<file path="src/rtl/video_stitch_pkg.sv">
// Shared types and helpers for the video row stitcher: FSM encoding, default widths
// and a constant-evaluable clog2 for sizing counters and pointers.
package video_stitch_pkg;

    localparam int DEF_DATA_W = 8;

    typedef enum logic [1:0] {
        IDLE   = 2'd0,
        SEND_A = 2'd1,
        SEND_B = 2'd2
    } state_t;

    function automatic int clog2(input int value);
        int r;
        r = 0;
        for (int i = 0; i < 31; i++) begin
            if ((1 << i) < value) begin
                r = i + 1;
            end
        end
        return r;
    endfunction

endpackage

</file>
<file path="src/rtl/stitch_line_fifo.sv">
// Synchronous line FIFO with occupancy count. wr_ready is registered from the
// next-cycle occupancy so it is low while in reset and exactly tracks !full afterwards.
module stitch_line_fifo
    import video_stitch_pkg::*;
#(
    parameter int DATA_W = DEF_DATA_W,
    parameter int DEPTH  = 32
) (
    input  logic                  clk,
    input  logic                  rst_n,
    input  logic                  clear,
    input  logic [DATA_W-1:0]     wr_data,
    input  logic                  wr_valid,
    output logic                  wr_ready,
    input  logic                  rd_en,
    output logic [DATA_W-1:0]     rd_data,
    output logic [clog2(DEPTH):0] count
);

    localparam int PTR_W = clog2(DEPTH);
    localparam int CNT_W = PTR_W + 1;
    localparam logic [CNT_W-1:0] FULL_CNT = CNT_W'(DEPTH);

    logic [DATA_W-1:0] mem [DEPTH];
    logic [PTR_W-1:0]  wr_ptr;
    logic [PTR_W-1:0]  rd_ptr;
    logic [CNT_W-1:0]  count_next;
    logic              push;
    logic              pop;

    assign push    = wr_valid && wr_ready;
    assign pop     = rd_en && (count != '0);
    assign rd_data = mem[rd_ptr];

    always_comb begin
        count_next = count;
        case ({push, pop})
            2'b10:   count_next = count + CNT_W'(1);
            2'b01:   count_next = count - CNT_W'(1);
            default: count_next = count;
        endcase
    end

    always_ff @(posedge clk) begin
        if (push && !clear) begin
            mem[wr_ptr] <= wr_data;
        end
    end

    always_ff @(posedge clk or negedge rst_n) begin
        if (!rst_n) begin
            wr_ptr   <= '0;
            rd_ptr   <= '0;
            count    <= '0;
            wr_ready <= 1'b0;
        end else if (clear) begin
            wr_ptr   <= '0;
            rd_ptr   <= '0;
            count    <= '0;
            wr_ready <= 1'b1;
        end else begin
            if (push) begin
                wr_ptr <= wr_ptr + PTR_W'(1);
            end
            if (pop) begin
                rd_ptr <= rd_ptr + PTR_W'(1);
            end
            count    <= count_next;
            wr_ready <= (count_next != FULL_CNT);
        end
    end

endmodule

</file>
<file path="src/rtl/video_row_stitcher.sv">
// Stitches a buffered-memory stream (A) and a live camera stream (B) into output rows
// of LINE_W A pixels followed by LINE_W B pixels, with SOL/EOL/EOF flags and a frame-done pulse.
//
// state  | meaning
// IDLE   | waiting until both line FIFOs hold a full source row
// SEND_A | popping A into the output register, col 0..LINE_W-1
// SEND_B | popping B into the output register, col LINE_W..2*LINE_W-1
module video_row_stitcher
    import video_stitch_pkg::*;
#(
    parameter int DATA_W     = DEF_DATA_W,
    parameter int LINE_W     = 16,
    parameter int N_LINES    = 8,
    parameter int FIFO_DEPTH = 32
) (
    input  logic              clk,
    input  logic              erst_n,
    input  logic              clear,
    input  logic [DATA_W-1:0] a_data,
    input  logic              a_valid,
    output logic              a_ready,
    input  logic [DATA_W-1:0] b_data,
    input  logic              b_valid,
    output logic              b_ready,
    output logic [DATA_W-1:0] out_data,
    output logic              out_valid,
    input  logic              out_ready,
    output logic              out_sol,
    output logic              out_eol,
    output logic              out_eof,
    output logic              done
);

    localparam int COL_W = clog2(2 * LINE_W);
    localparam int ROW_W = (N_LINES > 1) ? clog2(N_LINES) : 1;
    localparam int CNT_W = clog2(FIFO_DEPTH) + 1;

    localparam logic [CNT_W-1:0] LINE_CNT   = CNT_W'(LINE_W);
    localparam logic [COL_W-1:0] COL_LAST_A = COL_W'(LINE_W - 1);
    localparam logic [COL_W-1:0] COL_LAST   = COL_W'(2 * LINE_W - 1);
    localparam logic [ROW_W-1:0] ROW_LAST   = ROW_W'(N_LINES - 1);

    state_t            state;
    state_t            state_next;
    logic [COL_W-1:0]  col;
    logic [COL_W-1:0]  col_next;
    logic [ROW_W-1:0]  row;
    logic [ROW_W-1:0]  row_next;

    logic [CNT_W-1:0]  count_a;
    logic [CNT_W-1:0]  count_b;
    logic [DATA_W-1:0] rd_a;
    logic [DATA_W-1:0] rd_b;
    logic              pop_a;
    logic              pop_b;
    logic              push_a;
    logic              push_b;
    logic              adv;
    logic              rows_ready;
    logic              rows_ready_after;

    logic              ld_valid;
    logic [DATA_W-1:0] ld_data;
    logic              ld_sol;
    logic              ld_eol;
    logic              ld_eof;

    stitch_line_fifo #(
        .DATA_W (DATA_W),
        .DEPTH  (FIFO_DEPTH)
    ) u_fifo_a (
        .clk      (clk),
        .rst_n    (erst_n),
        .clear    (clear),
        .wr_data  (a_data),
        .wr_valid (a_valid),
        .wr_ready (a_ready),
        .rd_en    (pop_a),
        .rd_data  (rd_a),
        .count    (count_a)
    );

    stitch_line_fifo #(
        .DATA_W (DATA_W),
        .DEPTH  (FIFO_DEPTH)
    ) u_fifo_b (
        .clk      (clk),
        .rst_n    (erst_n),
        .clear    (clear),
        .wr_data  (b_data),
        .wr_valid (b_valid),
        .wr_ready (b_ready),
        .rd_en    (pop_b),
        .rd_data  (rd_b),
        .count    (count_b)
    );

    assign push_a = a_valid && a_ready;
    assign push_b = b_valid && b_ready;
    assign adv    = !out_valid || out_ready;

    assign rows_ready = (count_a >= LINE_CNT) && (count_b >= LINE_CNT);
    // At the last B pop, look at occupancy after this edge so consecutive rows run without a bubble.
    assign rows_ready_after = ((count_a + CNT_W'(push_a)) >= LINE_CNT) &&
                              ((count_b + CNT_W'(push_b)) > LINE_CNT);

    always_comb begin
        state_next = state;
        col_next   = col;
        row_next   = row;
        pop_a      = 1'b0;
        pop_b      = 1'b0;
        ld_valid   = 1'b0;
        ld_data    = '0;
        ld_sol     = 1'b0;
        ld_eol     = 1'b0;
        ld_eof     = 1'b0;
        case (state)
            IDLE: begin
                if (rows_ready) begin
                    state_next = SEND_A;
                end
            end
            SEND_A: begin
                if (adv) begin
                    pop_a    = 1'b1;
                    ld_valid = 1'b1;
                    ld_data  = rd_a;
                    ld_sol   = (col == '0);
                    col_next = col + COL_W'(1);
                    if (col == COL_LAST_A) begin
                        state_next = SEND_B;
                    end
                end
            end
            SEND_B: begin
                if (adv) begin
                    pop_b    = 1'b1;
                    ld_valid = 1'b1;
                    ld_data  = rd_b;
                    if (col == COL_LAST) begin
                        ld_eol     = 1'b1;
                        ld_eof     = (row == ROW_LAST);
                        col_next   = '0;
                        row_next   = (row == ROW_LAST) ? '0 : row + ROW_W'(1);
                        state_next = rows_ready_after ? SEND_A : IDLE;
                    end else begin
                        col_next = col + COL_W'(1);
                    end
                end
            end
            default: begin
                state_next = IDLE;
                col_next   = '0;
                row_next   = '0;
            end
        endcase
    end

    always_ff @(posedge clk or negedge erst_n) begin
        if (!erst_n) begin
            state     <= IDLE;
            col       <= '0;
            row       <= '0;
            out_valid <= 1'b0;
            out_data  <= '0;
            out_sol   <= 1'b0;
            out_eol   <= 1'b0;
            out_eof   <= 1'b0;
        end else if (clear) begin
            state     <= IDLE;
            col       <= '0;
            row       <= '0;
            out_valid <= 1'b0;
            out_data  <= '0;
            out_sol   <= 1'b0;
            out_eol   <= 1'b0;
            out_eof   <= 1'b0;
        end else begin
            state <= state_next;
            col   <= col_next;
            row   <= row_next;
            if (adv) begin
                out_valid <= ld_valid;
                out_data  <= ld_data;
                out_sol   <= ld_sol;
                out_eol   <= ld_eol;
                out_eof   <= ld_eof;
            end
        end
    end

    assign done = out_valid && out_ready && out_eof;

endmodule
</file>
<file path="config.mk">
export PLATFORM = sky130hd
export DESIGN_NAME = video_row_stitcher
export DESIGN_NICKNAME = d
export VERILOG_FILES = /design/src/rtl/video_stitch_pkg.sv /design/src/rtl/stitch_line_fifo.sv /design/src/rtl/video_row_stitcher.sv
export SDC_FILE = /design/constraint.sdc
export NUM_CORES = 1
export LEC_CHECK = 0
export ABC_AREA = 1
export CORE_MARGIN = 4
export CORE_UTILIZATION = 55
export DETAILED_ROUTE_END_ITERATION = 7
export GPL_TIMING_DRIVEN = 0
export HOLD_SLACK_MARGIN = 0.12
export PLACE_DENSITY = 0.76
export SLEW_MARGIN = 30
export SYNTH_ARGS = -nofsm -noshare
export SYNTH_HDL_FRONTEND = slang
export SYNTH_SLANG_ARGS = --single-unit
</file>
<file path="constraint.sdc">
create_clock -name clk -period 3.3 [get_ports clk]
set_input_delay 0.495 -clock clk [delete_from_list [all_inputs] [get_ports clk]]
set_output_delay 0.495 -clock clk [all_outputs]
set_load 0.05 [all_outputs]
</file>
* Yosys cells after proc, flatten, opt, wreduce, memory -nomap -nowiden *
Memory sizes are Yosys's and may differ from the RTL's.
Index checks and enable logic that the tools add are counted.

storage, ports and cells
  memories = 2
  bits in registers = 56
  bits in writable memories = 512

memories
  memory        depth  bits a word  rd ports  clocked after Yosys merged registers in  wr ports  line                    RTL
  u_fifo_a.mem  32     8            1         0                                        1         stitch_line_fifo.sv:24  logic [DATA_W-1:0] mem [DEPTH];
  u_fifo_b.mem  32     8            1         0                                        1         stitch_line_fifo.sv:24

operators by class
  muxes and demuxes = 56
  equality and inequality tests = 18
  $add $sub $neg = 12
  magnitude comparators = 4
  reduce and logical (&&, ||, !) cells = 27

operators with widths
  operator                                                           count
  2-to-1 mux 5 bit                                                   12
  adder 5 x 1 -> 5 bit, second input constant                        5
  2-to-1 mux 1 bit                                                   24
  one-hot mux 6 bit (2 select lines)                                 2
  greater-or-equal comparator 6 x 5 -> 1 bit, second input constant  3
  2-to-1 mux 8 bit                                                   2
  one-hot mux 8 bit (2 select lines)                                 1
  != test 3 bit, second input constant                               5
  one-hot mux 5 bit (3 select lines)                                 1
  adder 6 x 1 -> 6 bit                                               2
  adder 6 x 1 -> 6 bit, second input constant                        2
  2-to-1 mux 2 bit                                                   6
  2-to-1 mux 3 bit                                                   4
  2-to-1 mux 6 bit                                                   2
  != test 6 bit, second input constant                               2
  nonzero test 6 bit                                                 2
  subtractor 6 x 1 -> 6 bit, second input constant                   2
  logical AND 1 bit                                                  10
  nonzero test 2 bit                                                 5
  == test 2 x 1 -> 1 bit, second input constant                      3
  == test 2 bit, second input constant                               3
  greater-than comparator 6 x 5 -> 1 bit, second input constant      1
  one-hot mux 2 bit (3 select lines)                                 1
  one-hot mux 3 bit (2 select lines)                                 1
  other kinds (13)                                                   16

* Longest topological paths before layout *
  word-level depth = 9
  gate-level depth with buffers = 20
  mapped depth without buffers = 19

* Hierarchy *
From an unflattened synthesis, not the netlist that was laid out.

second synthesis, totals
  cells, all modules = 2,022
  area, all modules = 23,988.0 µm²

modules (own cells, without submodules)
  module                       area each (µm²)  cells an instance  instances
  stitch_line_fifo (u_fifo_b)  11,245.8         913                1
  stitch_line_fifo (u_fifo_a)  11,230.8         913                1
  video_row_stitcher           1,511.4          196                1

* Worst setup path after synthesis *
OpenSTA, ideal clock, no wires.

  path kind = flip-flop to output port
  start = register out_valid
  end = output port done
  stages on the path, launching flop included = 3
  arrival = 1,953 ps
  data required time = 2,805 ps
  buffers on the path = 0
  setup slack = 852 ps
  path through = dfrtp_1 -> inv_1 -> nor3_1

on the way
  longest elaborated chain between the ends = 2

RTL lines
  element                         line                       RTL
  start, declared                 video_row_stitcher.sv:26   output logic out_valid,
  start signal, assigned          video_row_stitcher.sv:184  out_valid <= ld_valid;
  logical AND 1 bit (2 in a row)  video_row_stitcher.sv:193  assign done = out_valid && out_ready && out_eof;
  end, declared                   video_row_stitcher.sv:31   output logic done

No other way between the ends.

* Final worst setup path *
  start = register state[1]
  end = register u_fifo_a.wr_ready

on the way
  longest elaborated chain between the ends = 7
  elaborated cells on any way between the ends = 8
  classes of those cells = 4 x eq/ne; 3 x mux; 1 x reduce/logical

RTL lines
  element                                                  line                       RTL
  start, declared                                          video_row_stitcher.sv:43   state_t state;
  start signal, assigned                                   video_row_stitcher.sv:180  state <= state_next;
  == test 2 x 1 -> 1 bit *                                 video_row_stitcher.sv:118  case (state)
  2-to-1 mux 1 bit *                                       video_row_stitcher.sv:118
  logical AND 1 bit *                                      stitch_line_fifo.sv:32     assign pop = rd_en && (count != '0);
  == test 2 x 1 -> 1 bit or == test 2 bit (tied branches)  stitch_line_fifo.sv:37     case ({push, pop})
  one-hot mux 6 bit (2 select lines) *                     stitch_line_fifo.sv:37
  != test 6 bit *                                          stitch_line_fifo.sv:69     wr_ready <= (count_next != FULL_CNT);
  2-to-1 mux 1 bit *                                       stitch_line_fifo.sv:56     end else if (clear) begin
  end signal, assigned                                     stitch_line_fifo.sv:69
  end, declared                                            stitch_line_fifo.sv:14     output logic wr_ready,

Mark *: on every way between the ends. The rest lies on a longest branch, timed or not.
A chain may end at the register's enable or synchronous reset.

==> load_flow_metrics.sql <==
INSERT INTO impl_metrics (metric_group, metric, value, unit) VALUES
('floorplan', 'ioPinCount', '37', ''),
('cts', 'post_cts_hold_buffer_count', '1', ''),
('detailed_routing', 'top_sig_layer', 'met4', ''),
('hold_path', 'min_path_type', 'in2async', ''),
('pwr', 'ir_drop', '0.580', 'mV'),
('cts', 'clk-insertion-delay-late', '0.62', 'ns'),
('place', 'gp_congestion', '0.954', ''),
('timing', 'final.period_utilization', '90.2', '%'),
('timing', 'worst_slew_margin_rel', '32.8', '%'),
('layout', 'drive_gt1_share', '8.23', '%'),
('synthesis', 'synthFlopType', 'edfxtp_1', ''),
('synthesis', 'netlist-cell-type-count', '38', ''),
('synthesis', 'synth_area', '23900', 'um2'),
('synthesis', 'syn_inst', '2031', ''),
('detailed_routing', 'sum_of_met2_wire_segment_lengths_after_detailed_routing', '31.3', 'mm'),
('critical_path', 'required_time_of_the_critical_path', '3.78', 'ns'),
('critical_path', 'crit_path_start_kind', 'flop', ''),
('status', 'outcome', 'completed', ''),
('detailed_routing', 'dr_wl_met3', '7.02', 'mm'),
('detailed_routing', 'drtAntennaViolNets', '0', ''),
('cts', 'cts_tree', 'built', ''),
('layout', 'antenna-diode-count', '0', ''),
('detailed_routing', 'drc', '0', ''),
('floorplan', 'fp.dieArea', '46800', 'um2'),
('timing', 'fin_tns_setup', '0', 'ns'),
('floorplan', 'floorplan.core_area', '43000', 'um2'),
('timing', 'tightest_slew', '1.00', 'ns'),
('synthesis', 'post_synth.cell_area_avg', '11.7', 'um2'),
('synthesis', 'synth-warning-count', '0', ''),
('timing', 'final-hold-violation-count', '0', ''),
('floorplan', 'die_width', '216', 'um'),
('timing', 'fmax', '336', 'MHz'),
('synthesis', 'synth.yosys.seq_area_share', '70.3', '%'),
('synthesis', 'asyncSetResetFlopFracSynth', '9.86', '%'),
('timing', 'period_minus_slack', '2.98', 'ns'),
('timing', 'final-setup-viol-count', '0', ''),
('place', 'place.port_buffers', '36', ''),
('timing', 'final_max_slew_viol_count', '0', ''),
('pwr', 'power-per-cell-area', '734', 'nW/um2'),
('cts', 'cts_buffers', '56', ''),
('cts', 'clock_tree.root_cell', 'clkbuf_16', ''),
('global_route', 'globalRouteOverflowTotal', '0', ''),
('critical_path', 'timing.critical_path.to_type', 'flop', ''),
('layout', 'fin_nets', '2175', ''),
('timing', 'clock_skew', '0.0344', 'ns'),
('synthesis', 'number_of_flip_flops_and_latches_in_the_synthesized_netlist', '568', ''),
('global_route', 'grt_start_max_net_pins', '34', ''),
('critical_path', 'worstPathArrival', '3.46', 'ns'),
('detailed_routing', 'drt_pass1_iterations', '6', ''),
('floorplan', 'std_cell_rows', '76', ''),
('critical_path', 'timing.setup.critical_path_class', 'reg2reg', ''),
('layout', 'finish.utilization', '62.1', '%'),
('place', 'hpwlAfterDp', '42.0', 'mm'),
('global_route', 'grt_antenna_before_repair', '0', ''),
('floorplan', 'die_height', '216', 'um'),
('cts', 'cts.sink_count', '568', ''),
('detailed_routing', 'wirelength', '65.5', 'mm'),
('detailed_routing', 'avgRoutedWirePerCell', '23.7', 'um'),
('cts', 'path_clk_slew', '0.06', 'ns'),
('global_route', 'globalRouteTotalUtil', '27.4', '%'),
('detailed_routing', 'vias', '17100', ''),
('critical_path', 'critPathMaxFanout', '10', ''),
('cts', 'cts_max_path_buffers', '3', ''),
('floorplan', 'initial_core_util', '55.5', '%'),
('cts', 'cts_resized', '0', ''),
('cts', 'htree_num_levels', '2', ''),
('cts', 'postCtsSetupRepairBufs', '0', ''),
('global_route', 'first_pass_grt_wire_length', '98.1', 'mm'),
('global_route', 'grt_pass1_vias', '16500', ''),
('flow_run', 'cap_viol_max_count', '0', ''),
('detailed_routing', 'initialDrtViolationCount', '2221', ''),
('place', 'place_area', '24900', 'um2'),
('detailed_routing', 'post_drt_via_cell_ratio', '6.22', ''),
('layout', 'post-route-cell-area', '26700', 'um2'),
('synthesis', 'synth_fp_nets', '2079', ''),
('timing', 'setup_repair_after_global_routing_missed_its_margin', 'no', ''),
('synthesis', 'synth_enable_flop_cells', '512', ''),
('pwr', 'power.static_leakage', '9.19', 'nW'),
('detailed_routing', 'met1Wirelength', '24.0', 'mm'),
('layout', 'layout-area-overhead-vs-synth', '11.9', '%');
[Yosys cell counts (7+ instances only)]
cell type,instances,area [um2]
o221ai_1,18,158
nand3_1,86,430
inv_1,70,263
nor3_1,8,40.0
inv_2,7,26.3
a21oi_1,26,130
ha_1,26,325
o21ai_1,7,35.0
o21ai_0,288,1440
o22ai_1,69,432
nor2_1,412,1550
clkbuf_1,62,233
nand2_1,198,743
buf_2,37,185
o211ai_1,47,353
nand4_1,44,275
nand2_2,9,56.3
dfrtp_1,56,1400
edfxtp_1,512,15400
[power by group]
part,internal (mW),leakage (nW),switching (mW)
combinational,1.37,2.95,3.74
sequential,8.02,5.36,0.172
clock,3.56,0.875,2.71
total,12.9,9.19,6.63
[cells by family after synthesis]
logic type | share of synthesized area, %
XOR/XNOR | 0.220
flip-flops | 70.3
AO/OA/AOI/OAI | 11.0
buffers and inverters | 3.40
AND/OR/NAND/NOR | 13.7
adder cells (fa/ha/maj) | 1.36
[stage by stage]
stage / power (mW) / setup slack, ns / cells / hold slack (ns)
final: 19.6 / 0.324 / 2759 / 0.345
after global routing: 20.3 / 0.0218 / 2759 / 0.366
after CTS: 19.5 / 0.342 / 2759 / 0.328
after detailed placement: 13.3 / 0.0223 / 2653 / 0.421
after global placement: 13.2 / -0.158 / 2652 / 0.469
after floorplan: 11.4 / 0.852 / 2031 / 0.199
[final timing paths]
path	from	end	slack (ns)	cells after the start
max in group asynchronous	erst_n	u_fifo_a.wr_ptr[1]	2.44	3
min in group clk	a_data[1]	u_fifo_a.mem[26][1]	0.46	1
hold reg to reg	out_data[4]	out_data[4]	0.49	2
hold / removal	erst_n	u_fifo_b.wr_ready	0.35	2
setup / recovery	state[1]	u_fifo_a.wr_ready	0.32	16
setup reg to reg	state[1]	u_fifo_a.wr_ready	0.32	16
[registers in the layout, indices dropped and copies added (netlist names), 6 cells and up]
register and count:
u_fifo_a.mem 256, u_fifo_b.mem 256, out_data 8, u_fifo_a.count 6, u_fifo_b.count 6
[critical path: stages, from the launching register on]
cell	delay (ns)
dfrtp_1	0.41
inv_1	0.11
ha_1	0.18
buf_6	0.18
inv_4	0.08
a21oi_4	0.26
nand2_1	0.32
inv_1	0.13
ha_1	0.13
clkbuf_1	0.31
inv_1	0.19
nand3_1	0.14
nand2_1	0.05
nor2_1	0.09
nand3_1	0.10
nor2_1	0.13
nand2_2	0.07
[per-layer routing]
metal,vias up,GRT usage (%)
li1,7552,-
met1,8194,35.9
met2,1178,44.8
met3,225,5.59
met4,0,12.2
met5,-,0
[cell type report]
type                    instances  area, um2
clock inverters                31        272
repair buffers                 38        308
multi-input cells            1271       6270
well taps                     585        732
flip-flops and latches        568      16800
clock buffers                  74       1520
inverters                      80        303
plain buffers                 112        508
fillers                      3307      16300
[cell usage in the layout (no fill, tap or decap), types with 3 or more instances in the layout]
| cell type | synthesis | layout |
|---|---|---|
| nor3_1 | 8 | 8 |
| a21oi_1 | 26 | 26 |
| bufinv_16 | 0 | 4 |
| o21ai_0 | 288 | 288 |
| buf_1 | 5 | 5 |
| a211oi_1 | 3 | 3 |
| inv_6 | 0 | 4 |
| nand3_1 | 86 | 86 |
| edfxtp_1 | 512 | 512 |
| nand2_2 | 9 | 9 |
| inv_1 | 70 | 70 |
| clkinv_1 | 2 | 10 |
| nand3b_1 | 3 | 3 |
| dfrtp_1 | 56 | 56 |
| nand3_2 | 5 | 5 |
| o22ai_1 | 69 | 69 |
| buf_4 | 5 | 6 |
| buf_2 | 37 | 53 |
| o221ai_1 | 18 | 18 |
| clkdlybuf4s50_1 | 0 | 19 |
| xor2_1 | 4 | 4 |
| o21ai_1 | 7 | 7 |
| buf_6 | 3 | 3 |
| ha_1 | 26 | 26 |
| nand2_1 | 198 | 198 |
| clkbuf_1 | 62 | 76 |
| inv_2 | 7 | 7 |
| nor2_2 | 5 | 5 |
| nand4_1 | 44 | 44 |
| clkinvlp_4 | 0 | 3 |
| nor2_1 | 412 | 412 |
| clkbuf_16 | 0 | 57 |
| clkbuf_8 | 0 | 3 |
| clkinv_2 | 0 | 11 |
| o211ai_1 | 47 | 47 |
No activity file was read; power rests on OpenSTA's default activity.
